<file path="src/rtl/memory_writeback_phase_pkg.sv">
// Shared pipeline definitions for the memory/writeback phase: FSM state
// encoding, the default memory-access timeout and a word-alignment helper.
package memory_writeback_phase_pkg;

  typedef enum logic {
    ST_IDLE   = 1'b0,
    ST_ACCESS = 1'b1
  } mwb_state_t;

  localparam int DEFAULT_TIMEOUT_CYCLES = 15;

  // Word accesses only: the two address LSBs must be zero.
  function automatic logic word_aligned(input logic [1:0] addr_lsb);
    return addr_lsb == 2'b00;
  endfunction

endpackage

</file>
<file path="src/rtl/memory_writeback_phase_access_timer.sv">
// AccessTimer: counts ACCESS-state cycles. The count reads 1 in the first
// cycle mem_req is high, advances once per cycle while running, and raises
// expired when it reaches TIMEOUT_CYCLES. clear has priority over start.
module memory_writeback_phase_access_timer
  import memory_writeback_phase_pkg::*;
#(
  parameter int TIMEOUT_CYCLES = DEFAULT_TIMEOUT_CYCLES
) (
  input  logic clk,
  input  logic rst,
  input  logic start,
  input  logic clear,
  output logic expired
);

  localparam int CW = $clog2(TIMEOUT_CYCLES + 1);

  logic [CW-1:0] count;

  // Load 1 on start, hold at the limit, return to 0 on clear or reset.
  always_ff @(posedge clk or posedge rst) begin
    if (rst) begin
      count <= '0;
    end else if (clear) begin
      count <= '0;
    end else if (start) begin
      count <= CW'(1);
    end else if (count != '0 && !expired) begin
      count <= count + CW'(1);
    end
  end

  assign expired = (count == CW'(TIMEOUT_CYCLES));

endmodule

</file>
<file path="src/rtl/memory_writeback_phase.sv">
// Memory/writeback phase of a simple in-order pipeline.
// ALU results are written back one cycle after ex_valid. Loads and stores
// move to ACCESS, where mem_req/mem_we/mem_addr/mem_wdata are held stable
// until mem_ack or the access timeout. stall is high for the whole ACCESS
// state and upstream holds its outputs meanwhile; ex_valid is ignored then.
// Handshake: a data-memory transfer completes in the cycle where mem_req
// and mem_ack are both high at the rising clock edge; mem_ack is ignored
// whenever mem_req is low.
module memory_writeback_phase
  import memory_writeback_phase_pkg::*;
#(
  parameter int TIMEOUT_CYCLES = DEFAULT_TIMEOUT_CYCLES
) (
  input  logic        Clk,
  input  logic        Rst,
  input  logic        ex_valid,
  input  logic [31:0] ALU_result,
  input  logic [4:0]  regdst,
  input  logic [31:0] store_data,
  input  logic        memread,
  input  logic        memwrite,
  input  logic        regwrite,
  input  logic        memtoreg,
  output logic        stall,
  output logic        mem_req,
  output logic        mem_we,
  output logic [31:0] mem_addr,
  output logic [31:0] mem_wdata,
  input  logic [31:0] mem_rdata,
  input  logic        mem_ack,
  output logic        wb_en,
  output logic [4:0]  wb_reg,
  output logic [31:0] wb_data,
  output logic        mem_err,
  output logic        dbg_state
);

  mwb_state_t  state;
  logic [4:0]  cap_reg;
  logic        cap_regwrite;
  logic        cap_memread;
  logic        cap_memtoreg;
  logic        mem_op;
  logic        acc_start;
  logic        acc_clear;
  logic        acc_expired;
  logic        load_wb;

  assign stall     = (state == ST_ACCESS);
  assign dbg_state = (state == ST_ACCESS);
  assign mem_op    = memread | memwrite;

  // An aligned memory op accepted in IDLE starts the timer; ack or expiry stops it.
  assign acc_start = (state == ST_IDLE) && ex_valid && mem_op && word_aligned(ALU_result[1:0]);
  assign acc_clear = (state == ST_ACCESS) && (mem_ack || acc_expired);

  // Only a pure load with a nonzero destination writes back after ack.
  assign load_wb = cap_memread && !mem_we && cap_regwrite && (cap_reg != 5'd0);

  memory_writeback_phase_access_timer #(
    .TIMEOUT_CYCLES(TIMEOUT_CYCLES)
  ) u_access_timer (
    .clk     (Clk),
    .rst     (Rst),
    .start   (acc_start),
    .clear   (acc_clear),
    .expired (acc_expired)
  );

  // Phase FSM with registered memory-port and writeback outputs.
  always_ff @(posedge Clk or posedge Rst) begin
    if (Rst) begin
      state        <= ST_IDLE;
      mem_req      <= 1'b0;
      mem_we       <= 1'b0;
      mem_addr     <= '0;
      mem_wdata    <= '0;
      wb_en        <= 1'b0;
      wb_reg       <= '0;
      wb_data      <= '0;
      mem_err      <= 1'b0;
      cap_reg      <= '0;
      cap_regwrite <= 1'b0;
      cap_memread  <= 1'b0;
      cap_memtoreg <= 1'b0;
    end else begin
      wb_en   <= 1'b0;
      mem_err <= 1'b0;
      case (state)
        ST_IDLE: begin
          if (ex_valid) begin
            if (mem_op) begin
              if (acc_start) begin
                state        <= ST_ACCESS;
                mem_req      <= 1'b1;
                mem_we       <= memwrite;
                mem_addr     <= ALU_result;
                mem_wdata    <= store_data;
                cap_reg      <= regdst;
                cap_regwrite <= regwrite;
                cap_memread  <= memread;
                cap_memtoreg <= memtoreg;
              end else begin
                mem_err <= 1'b1;
              end
            end else if (regwrite && regdst != 5'd0) begin
              wb_en   <= 1'b1;
              wb_reg  <= regdst;
              wb_data <= ALU_result;
            end
          end
        end
        ST_ACCESS: begin
          // Ack wins over a timeout landing in the same cycle.
          if (mem_ack || acc_expired) begin
            state     <= ST_IDLE;
            mem_req   <= 1'b0;
            mem_we    <= 1'b0;
            mem_addr  <= '0;
            mem_wdata <= '0;
            if (mem_ack) begin
              if (load_wb) begin
                wb_en   <= 1'b1;
                wb_reg  <= cap_reg;
                wb_data <= cap_memtoreg ? mem_rdata : mem_addr;
              end
            end else begin
              mem_err <= 1'b1;
            end
          end
        end
        default: state <= ST_IDLE;
      endcase
    end
  end

endmodule

</file>
<file path="config.mk">
export PLATFORM = sky130hd
export DESIGN_NAME = memory_writeback_phase
export DESIGN_NICKNAME = d
export VERILOG_FILES = /design/src/rtl/memory_writeback_phase_pkg.sv /design/src/rtl/memory_writeback_phase_access_timer.sv /design/src/rtl/memory_writeback_phase.sv
export SDC_FILE = /design/constraint.sdc
export NUM_CORES = 1
export LEC_CHECK = 0
export CAP_MARGIN = 10
export CORE_MARGIN = 1.5
export CORE_UTILIZATION = 45
export CTS_BUF_LIST = sky130_fd_sc_hd__clkbuf_8
export CTS_CLUSTER_DIAMETER = 40
export DETAILED_ROUTE_END_ITERATION = 10
export GPL_TIMING_DRIVEN = 0
export HOLD_SLACK_MARGIN = 0.02
export PLACE_DENSITY = 0.94
export SLEW_MARGIN = 20
export SYNTH_ARGS = -nofsm -noshare
export SYNTH_HDL_FRONTEND = slang
export SYNTH_SLANG_ARGS = --single-unit
</file>
<file path="constraint.sdc">
create_clock -name Clk -period 4.3 [get_ports Clk]
set_input_delay 0.86 -clock Clk [delete_from_list [all_inputs] [get_ports Clk]]
set_output_delay 0.86 -clock Clk [all_outputs]
set_load 0.1 [all_outputs]
</file>
After elaboration in Yosys (flattened, before gate mapping)
Cells that the tools add are included. W data, S select, Z words.

Logic and storage cells: 100. Latch bits: 0. RAM bits: 0. Register bits after elaboration: 118. Memories kept: 0. Input port bits: 109. ROM bits: 0.

Bitwise operators: 2. Multiply operators: 0. Reductions and logical operators: 20. Div/mod/pow operators: 0. Eq/ne operators: 9. Muxes and demuxes: 54. Shift operators: 0. Magnitude comparators: 0. $add $sub $neg: 1.

Operator list (count): $mux W32 (14); $pmux W32 S2 (3); $mux W5 (6); $mux W1 (22); $mux W4 (3); $ne A2 B2 Y1 const B (5); $pmux W1 S2 (5); $pmux W5 S2 (1); $reduce_bool A5 Y1 (2); $logic_and A1 B1 Y1 (9); $reduce_and A4 Y1 (2); $ne A2 B1 Y1 const B (3); $reduce_and A6 Y1 (1); $add A4 B1 Y4 const B (1); $eq A4 B4 Y1 const B (1); $reduce_bool A4 Y1 (1); $reduce_bool A3 Y1 (1); $logic_not A1 Y1 (2); $logic_not A2 Y1 (1); $logic_or A1 B1 Y1 (1); $not A1 Y1 (1); $or A1 B1 Y1 (1).

Longest topological paths before layout
Gate-level depths: netlist (run 1).

Depth in word-level cells: 8. Depth in mapped cells: 7.

Hierarchy
A second synthesis (run 1) with hierarchy kept.

Cells, all modules: 554. Area total of the unflattened synthesis: 5431.5 um^2.

By module, submodules not included: memory_writeback_phase (instances 1, cells each 527, area each 5183.7 um^2, sequential area each 2852.7 um^2); memory_writeback_phase_access_timer (instances 1, cells each 27, area each 247.7 um^2, sequential area each 100.1 um^2).

Least setup slack after synthesis (run 1)
No wires, ideal clock.

Kind: in2reg. From: input regdst[1]. To: register wb_data[10]. Required time: 4.174 ns. Setup slack: 1.965 ns. Stages on the path: 6. Arrival time: 2.209 ns. Library setup time: 0.126 ns. Cells stage by stage: or4_1 o2111ai_1 nand2_1 buf_6 buf_6 mux2_4.

Word-level cells in the longest chain between the ends: 4.

Ends and longest elaborated chain: from (decl) (line memory_writeback_phase.sv:18) `input logic [4:0] regdst,`; $reduce_bool A5 Y1 (line memory_writeback_phase.sv:106) `end else if (regwrite && regdst != 5'd0) begin`; $logic_and A1 B1 Y1 (line memory_writeback_phase.sv:106); $ne A2 B1 Y1 (no source line); $reduce_and A6 Y1 (no source line); to (signal assigned) (line memory_writeback_phase.sv:109) `wb_data <= ALU_result;`; to (signal assigned) (line memory_writeback_phase.sv:125) `wb_data <= cap_memtoreg ? mem_rdata : mem_addr;`; to (decl) (line memory_writeback_phase.sv:33) `output logic [31:0] wb_data,`.

Every way passes these cells. A chain may end at the register's enable or synchronous reset.

Worst setup path in the final report (run 1)
From: register state, in the netlist dbg_state. To: output stall.

RTL lines: from (decl) (line memory_writeback_phase.sv:38) `mwb_state_t state;`; from (signal assigned) (line memory_writeback_phase.sv:73) `state <= ST_IDLE;`; from (signal assigned) (line memory_writeback_phase.sv:94) `state <= ST_ACCESS;`; from (signal assigned) (line memory_writeback_phase.sv:116) `state <= ST_IDLE;`; to (decl) (line memory_writeback_phase.sv:24) `output logic stall,`.

No word-level cell between the ends.

==> metrics.txt, run 1 <==
WL final=16300 µm; net count after synthesis=662; CP Class=reg2out; Area Growth Syn to Fin=51.7%; initial antenna violation count=0; Finished Cell Area=8210 µm²; final hold violations=0; number of max-cap violations=0; top-area cell type share of the netlist area=0.546; 1st-pass router iterations=6; Die ar.=12700 µm²; RSZ-0062 raised after global routing=false; largest net degree at the start of global routing=78; number of H-tree levels=4; Rel. slew slack=0.316; via/cell ratio=5.17; share of layout cells above drive strength 1=0.103; global route overflow=0; Top Family by Delay on Critical Path=buffers and inverters; port buffer count=215; Top FF cell, synth=dfrtp_1; die height=113 µm; CTS Buffer Depth=2; CP cell instances=buf_4 > clkdlybuf4s50_1; post-synthesis sequential area ratio=0.546; Crit. End Element=primary output; row cnt=39; type of the worst min-delay path=reg2reg; worst-path fanout max=3; hold_buf cts=0; Antenna Violating Nets Remaining=0; status=completed; reg2reg path depth=7; Tcrit/Tclk final=0.676; drt drc=0; Required @ worst endpoint=3.44 ns; Post-CTS Setup Bufs=0; DP Wirelength=11800 µm; clock root cell=clkbuf_8; number of fillers in the final layout=853; Initial Utilization=0.468; nets@finish=897; Data arrival, critical path=2.05 ns; CTS Sinks=118; Antenna Cells=0; core box area=11600 µm²; fin crit period=2.91 ns; hold path cells=2; DR vias=4866; Largest regs=mem_addr (32), mem_wdata (32), wb_data (32); slowest CP cell=clkdlybuf4s50_1; Synth Instances=551; clock latency on the worst-skew pair=0.45 ns; Async S/R FF share, synth=1.00; worst hold margin=0.488 ns; P_leak=3.83 nW; dpl cell area=7780 µm²; Util after Layout=0.710; total CTS buffers=17; Synth area leader=dfrtp_1; Unique masters post-synth=32; Pwr Total=6.12 mW; synthesized area=5410 µm²; CTS resizes=0; Synth Warn #=0; CTS tree=built; chip width=113 µm; I/O pin count=216; GP Congestion=0.789; number of stages on the worst setup path=2; Final Setup Violations=0; vias in the first global route=5124; FF/Latch Area=2950 µm²; VDD IR max=487 µV; Seq cells post-synth=118; Worst Clk Skew=0.0127 ns; EDFF count, synth=0; CP Buf/Inv Count=2; Max Freq=344 MHz; Startpoint Class=flip-flop; synthesized area per cell=9.82 µm²; Post-synth top cells=nand2_1 (155), dfrtp_1 (118), nand3_1 (65), nor2_1 (37), a21oi_1 (34); setup TNS=0 ns; Worst Tran Pin Value=1.02 ns; Avg WL per Cell=17.3 µm; PwrDens=745 nW/µm²; GRT Util Overall=0.269; top cells by area, synth=dfrtp_1 (55%), nand2_1 (11%), mux2i_1 (6.1%); Max Slew Vio Count=0; top-count cell post-synth=nand2_1; CTS clk-pin slew, worst paths=0.06 ns; first-pass GRT wire length=26200 µm; multi-input logic area=2270 µm²; number of DRC markers in iteration 0=323; max incr delay on CP=1.11 ns
-- routing by layer --
metal  up-vias  GRT usage  share of wire
met4         0     0.0903          0.016
met2       173      0.468           0.51
met5         -          0              0
met1      2351      0.314           0.41
li1       2316          -              -
met3        26     0.0859          0.068
-- final cells by class --
cell class,instances,area share
plain buffers,40,0.0222
well taps,143,0.0218
multi-input cells,390,0.276
flip-flops and latches,118,0.360
inverters,3,0.00198
clock buffers,20,0.0335
clock inverters,12,0.0194
repair buffers,216,0.265
-- cell families after synthesis --
kind of cell / count (synthesis) / synth area share
compound gates: 42 / 0.0409
mux: 75 / 0.162
simple gates: 270 / 0.210
buf+inv: 43 / 0.0358
xor+xnor: 1 / 0.00162
fa+ha+maj: 2 / 0.00462
flops: 118 / 0.546
-- cells in the final DEF (no fill, tap or decap), types with 2 or more instances in the layout --
cell / Yosys / layout
clkdlybuf4s50_1: 0 / 215
nand2_1: 155 / 155
dfrtp_1: 118 / 118
nand3_1: 65 / 65
nor2_1: 37 / 37
a21oi_1: 34 / 34
mux2i_1: 33 / 33
clkbuf_1: 29 / 29
mux2_2: 23 / 23
clkbuf_8: 0 / 20
mux2_4: 19 / 19
buf_2: 5 / 5
inv_1: 3 / 5
clkinv_2: 0 / 4
bufinv_16: 0 / 4
and3_1: 3 / 3
buf_6: 3 / 3
buf_1: 2 / 2
nor3_1: 2 / 2
or4_1: 2 / 2
o21ai_0: 2 / 2
ha_1: 2 / 2
-- report_power, final --
part	switching [mW]	internal, mW
Sequential	0.213	1.42
Clock	0.440	0.667
Combinational	2.51	0.868
Total	3.16	2.95
-- metrics by stage --
stage | std cells | setup slack [ns]
after detailed placement | 910 | 1.29
after CTS | 942 | 1.34
final | 942 | 1.39
after global routing | 942 | 1.31
after global placement | 909 | -1.46
after floorplan | 551 | 0.311
-- tightest hold or removal path, cell delays in order, from the launching register on --
cell	delay, ns
dfrtp_1	0.34
nand2_1	0.05
nand2_1	0.06
-- worst paths after layout --
check,from,endpoint,slack [ns]
worst max-delay path,dbg_state$_DFF_PP0_,stall,1.39
worst min-delay path,cap_memread$_DFFE_PP0P_,cap_memread$_DFFE_PP0P_,0.49
worst max register to register,u_access_timer.count[0]$_DFFE_PP0P_,mem_addr[6]$_DFFE_PP0P_,1.78
worst min register to register,cap_memread$_DFFE_PP0P_,cap_memread$_DFFE_PP0P_,0.49
max in group asynchronous,Rst,mem_addr[16]$_DFFE_PP0P_,2.80
min in group asynchronous,Rst,mem_wdata[17]$_DFFE_PP0P_,0.80
Note: power is estimated with default switching activity, not from simulation.
==> inputs of run 2 (changes only) <==
- clock period: 4.3 -> 2.9 ns (I/O delays scaled with it)
==> run 2 against run 1 <==
Wire length is 0.20% lower. Non-clock buffer count is 3 higher. Sequential share of layout area is 0.13 points higher. Clock power is 21% higher. Count of clock-buffer cells in the layout stayed put. Critical endpoint unchanged. Largest cell class unchanged. Largest power group unchanged.
==> metrics.txt, run 2 (synthesis gave the netlist of run 1 again) <==
global route overflow=0; share of layout cells above drive strength 1=0.0999; CTS tree=built; Die ar.=12700 µm²; FF/Latch Area=2950 µm²; Area Growth Syn to Fin=51.2%; FF-to-FF End=mem_addr[10]$_DFFE_PP0P_; CTS Buffer Depth=2; commonest non-fill, non-tap cells in the layout=clkdlybuf4s50_1 (215), nand2_1 (155), dfrtp_1 (118); Crit. End Element=primary output; Max Freq=381 MHz; Worst Tran Pin Value=1.01 ns; status=completed; die height=113 µm; worst slack, placed=0.205 ns; clock latency on the worst-skew pair=0.43 ns; number of H-tree levels=4; core box area=11600 µm²; number of DRC markers in iteration 0=270; final hold violations=0; Data arrival, critical path=2.04 ns; via/cell ratio=5.20; Max Slew Vio Count=0; VDD IR max=799 µV; vias in the first global route=5215; Initial Utilization=0.468; DP Wirelength=12000 µm; worst hold margin=0.448 ns; Antenna Violating Nets Remaining=0; hold_buf cts=0; CP Buf/Inv Count=2; CP cell instances=buf_4 > clkdlybuf4s50_1; GP Congestion=0.775; Critical R2R Launch=u_access_timer.count[0]$_DFFE_PP0P_; drt drc=0; reg2reg path depth=7; fin crit period=2.62 ns; first-pass GRT wire length=26400 µm; Required @ worst endpoint=2.32 ns; Util after Layout=0.707; RSZ-0062 raised after global routing=false; DR vias=4908; Top Family by Delay on Critical Path=buffers and inverters; P_leak=3.83 nW; CTS Sinks=118; row cnt=39; Worst Clk Skew=0.00678 ns; initial antenna violation count=0; multi-input logic area=2270 µm²; GRT Util Overall=0.269; nets@finish=900; type of the worst min-delay path=in2async; Avg WL per Cell=17.3 µm; Largest regs=mem_addr (32), mem_wdata (32), wb_data (32); Rel. slew slack=0.324; worst-path fanout max=3; PwrDens=1070 nW/µm²; number of stages on the worst setup path=2; CTS clk-pin slew, worst paths=0.07 ns; CTS resizes=0; 1st-pass router iterations=4; CP Class=reg2out; WL final=16300 µm; FF-to-FF setup slack=0.35 ns; slowest CP cell=clkdlybuf4s50_1; Tcrit/Tclk final=0.905; port buffer count=215; Final Setup Violations=0; total CTS buffers=17; number of max-cap violations=0; Post-CTS Setup Bufs=0; Antenna Cells=0; number of fillers in the final layout=846; Setup WS post-layout=0.276 ns; Startpoint Class=flip-flop; max incr delay on CP=1.11 ns; Pwr Total=8.77 mW; clock root cell=clkbuf_8; commonest non-fill, non-tap cell in the layout=clkdlybuf4s50_1; largest net degree at the start of global routing=35; chip width=113 µm; I/O pin count=216
==> run 2: cell type report <==
| cell class | instances | area share |
|---|---|---|
| Tap cell | 143 | 0.0219 |
| Inverter | 3 | 0.00184 |
| Buffer | 40 | 0.0223 |
| Sequential cell | 118 | 0.361 |
| Clock buffer | 20 | 0.0336 |
| Timing Repair Buffer | 219 | 0.274 |
| Multi-Input combinational cell | 390 | 0.277 |
| Clock inverter | 11 | 0.00872 |
==> run 2: report_power, final <==
| part | switching (mW) | internal, mW | total (mW) |
|---|---|---|---|
| Clock | 0.628 | 0.714 | 1.34 |
| Sequential | 0.310 | 2.10 | 2.41 |
| Combinational | 3.73 | 1.29 | 5.02 |
==> run 2: how the worst max path moves through the flow <==
| stage | startpoint | endpoint | slack (ns) |
|---|---|---|---|
| after floorplan | dbg_state$_DFF_PP0_ | wb_data[10]$_DFFE_PP0P_ | 0.58 |
| after global placement | Rst | wb_data[24]$_DFFE_PP0P_ | -0.27 |
| after detailed placement | memwrite | mem_addr[10]$_DFFE_PP0P_ | 0.20 |
| after CTS | dbg_state$_DFF_PP0_ | stall | 0.24 |
| after global routing | u_access_timer.count[0]$_DFFE_PP0P_ | mem_addr[10]$_DFFE_PP0P_ | 0.17 |
| final | dbg_state$_DFF_PP0_ | stall | 0.28 |
==> run 2: through the flow <==
stage | instances | setup TNS, ns | cell area, µm²
detailed placement | 913 | 0 | 7840
floorplan | 551 | 0 | 5420
finish | 944 | 0 | 8180
global placement | 909 | -30.60 | 7750
global route | 944 | 0 | 8180
CTS | 944 | 0 | 8180
==> run 2: layer usage <==
metal | GRT usage | part of all wire
met1 | 0.316 | 0.41
met2 | 0.462 | 0.50
met3 | 0.0918 | 0.076
met4 | 0.0895 | 0.016
met5 | 0 | 0
==> run 2: worst register-to-register path, delay by kind of cell (launching register included) <==
kind	cells	cell delay [ns]
flops	1	0.44
fa+ha+maj	1	0.29
buf+inv	2	0.85
compound gates	1	0.45
simple gates	3	0.47
==> inputs of run 3 (changes only) <==
- ABC_AREA: default -> 1
- CORE_UTILIZATION: 45 -> 46
- clock period: 2.9 -> 3 ns (I/O delays scaled with it)
==> run 3 against run 2 <==
Register-to-register slack better by 0.93 ns. Area after synthesis up 7.0%. Critical path depth unchanged. Critical path type unchanged. Worst hold slack better by 0.034 ns. Sequential cell count unchanged. Worst setup slack better by 0.016 ns. Via count up 18%. Count of clock-buffer cells in the layout up 1.
==> metrics.txt, run 3 <==
I/O pin count=216; CTS clk-pin slew, worst paths=0.07 ns; top cells by area, synth=dfrtp_1 (51%), nand2_1 (17%), nand3_2 (7.3%); DP Wirelength=13100 µm; Initial Utilization=0.476; drt drc=0; 1st-pass router iterations=6; type of the worst min-delay path=reg2reg; CP Class=reg2out; WL final=17900 µm; Final Setup Violations=0; DR vias=5787; Unique masters post-synth=24; CTS Sinks=118; Post-synth top cells=nand2_1 (259), dfrtp_1 (118), o21ai_0 (74), nand3_1 (69), nor2_1 (46); PwrDens=963 nW/µm²; largest net degree at the start of global routing=34; Data arrival, critical path=2.11 ns; number of DRC markers in iteration 0=565; Antenna Violating Nets Remaining=0; status=completed; Synth area leader=dfrtp_1; P_leak=4.09 nW; total CTS buffers=17; GP Congestion=0.905; VDD IR max=514 µV; worst slack, placed=0.735 ns; core box area=12200 µm²; nets@finish=1043; Worst Clk Skew=0.00734 ns; Max Freq=369 MHz; vias in the first global route=5743; global route overflow=0; Async S/R FF share, synth=1.00; hold_buf cts=0; Seq cells post-synth=118; Required @ worst endpoint=2.40 ns; post-synthesis sequential area ratio=0.510; commonest non-fill, non-tap cells in the layout=nand2_1 (259), clkdlybuf4s50_1 (215), dfrtp_1 (118); Top FF cell, synth=dfrtp_1; row cnt=40; Max Slew Vio Count=0; fin crit period=2.71 ns; worst hold margin=0.482 ns; GRT Util Overall=0.277; Startpoint Class=flip-flop; Tcrit/Tclk final=0.903; synthesized area per cell=8.33 µm²; clock latency on the worst-skew pair=0.42 ns; RSZ-0062 raised after global routing=false; CTS resizes=0; via/cell ratio=5.20; die height=115 µm; top-count cell post-synth=nand2_1; chip width=115 µm; final hold violations=0; number of max-cap violations=0; clock root cell=clkbuf_8; top-area cell type share of the netlist area=0.510; Die ar.=13300 µm²; Post-CTS Setup Bufs=0; first-pass GRT wire length=28500 µm; EDFF count, synth=0; net count after synthesis=806; synthesized area=5790 µm²; commonest non-fill, non-tap cell in the layout=nand2_1; CTS tree=built; Pwr Total=8.32 mW; Rel. slew slack=0.298; Synth Instances=695; initial antenna violation count=0; Antenna Cells=0; share of layout cells above drive strength 1=0.122; port buffer count=215; Synth Warn #=0; Worst Tran Pin Value=1.05 ns; Largest regs=mem_addr (32), mem_wdata (32), wb_data (32); number of H-tree levels=4; Area Growth Syn to Fin=49.2%; Setup WS post-layout=0.291 ns; Crit. End Element=primary output; Avg WL per Cell=16.0 µm; worst-path fanout max=4; CTS Buffer Depth=2
-- run 3: where the power goes --
| group | total, mW | internal, mW | switching (mW) |
|---|---|---|---|
| combinational | 4.51 | 1.05 | 3.46 |
| clock | 1.52 | 0.898 | 0.626 |
| sequential | 2.28 | 2.00 | 0.285 |
-- run 3: critical path: stages (launching register included) --
cell             delay [ns]
dfrtp_1                0.44
buf_4                  0.14
clkdlybuf4s50_1        1.11
-- run 3: worst paths after layout --
path | start | end | slack (ns) | cells past startpoint
max | dbg_state$_DFF_PP0_ | stall | 0.29 | 2
min | mem_req$_DFFE_PP0P_ | mem_req$_DFFE_PP0P_ | 0.48 | 2
max reg2reg | u_access_timer.count[0]$_DFFE_PP0P_ | mem_addr[8]$_DFFE_PP0P_ | 1.28 | 9
min reg2reg | mem_req$_DFFE_PP0P_ | mem_req$_DFFE_PP0P_ | 0.48 | 2
max in group asynchronous | Rst | mem_wdata[22]$_DFFE_PP0P_ | 1.63 | 4
min in group asynchronous | Rst | wb_reg[2]$_DFFE_PP0P_ | 0.59 | 2
-- run 3: cell type report --
| cell class | count | area, µm² |
|---|---|---|
| Inverter | 22 | 86.3 |
| Buffer | 49 | 352 |
| Clock buffer | 21 | 289 |
| Multi-Input combinational cell | 506 | 2400 |
| Fill cell | 895 | 3530 |
| Sequential cell | 118 | 2950 |
| Clock inverter | 11 | 131 |
| Tap cell | 168 | 210 |
| Timing Repair Buffer | 218 | 2210 |
-- run 3: cells by family after synthesis --
kind of cell / Yosys count / share of synthesized area
AND/OR/NAND/NOR: 422 / 0.339
AO/OA/AOI/OAI: 82 / 0.0715
flip-flops: 118 / 0.510
adder cells (fa/ha/maj): 2 / 0.00432
buffers and inverters: 71 / 0.0750
-- run 3: metrics by stage --
| step | area, µm² | instances | utilization | setup TNS (ns) |
|---|---|---|---|---|
| 3_3_place_gp | 8160 | 1078 | 0.671 | -18.57 |
| 2_1_floorplan | 5790 | 695 | - | 0 |
| 4_1_cts | 8640 | 1113 | 0.710 | 0 |
| 5_1_grt | 8640 | 1113 | 0.710 | 0 |
| 6_report | 8640 | 1113 | 0.710 | 0 |
| 3_5_place_dp | 8220 | 1081 | 0.676 | 0 |
-- run 3: routing by layer --
metal  up-vias  share of wire  routed length (µm)  track usage
li1       2719              -                   -            -
met1      2750           0.40                7190        0.339
met2       279           0.50                8980        0.476
met3        39          0.068                1210       0.0590
met4         0          0.027                 490        0.115
met5         -              0                   0            0
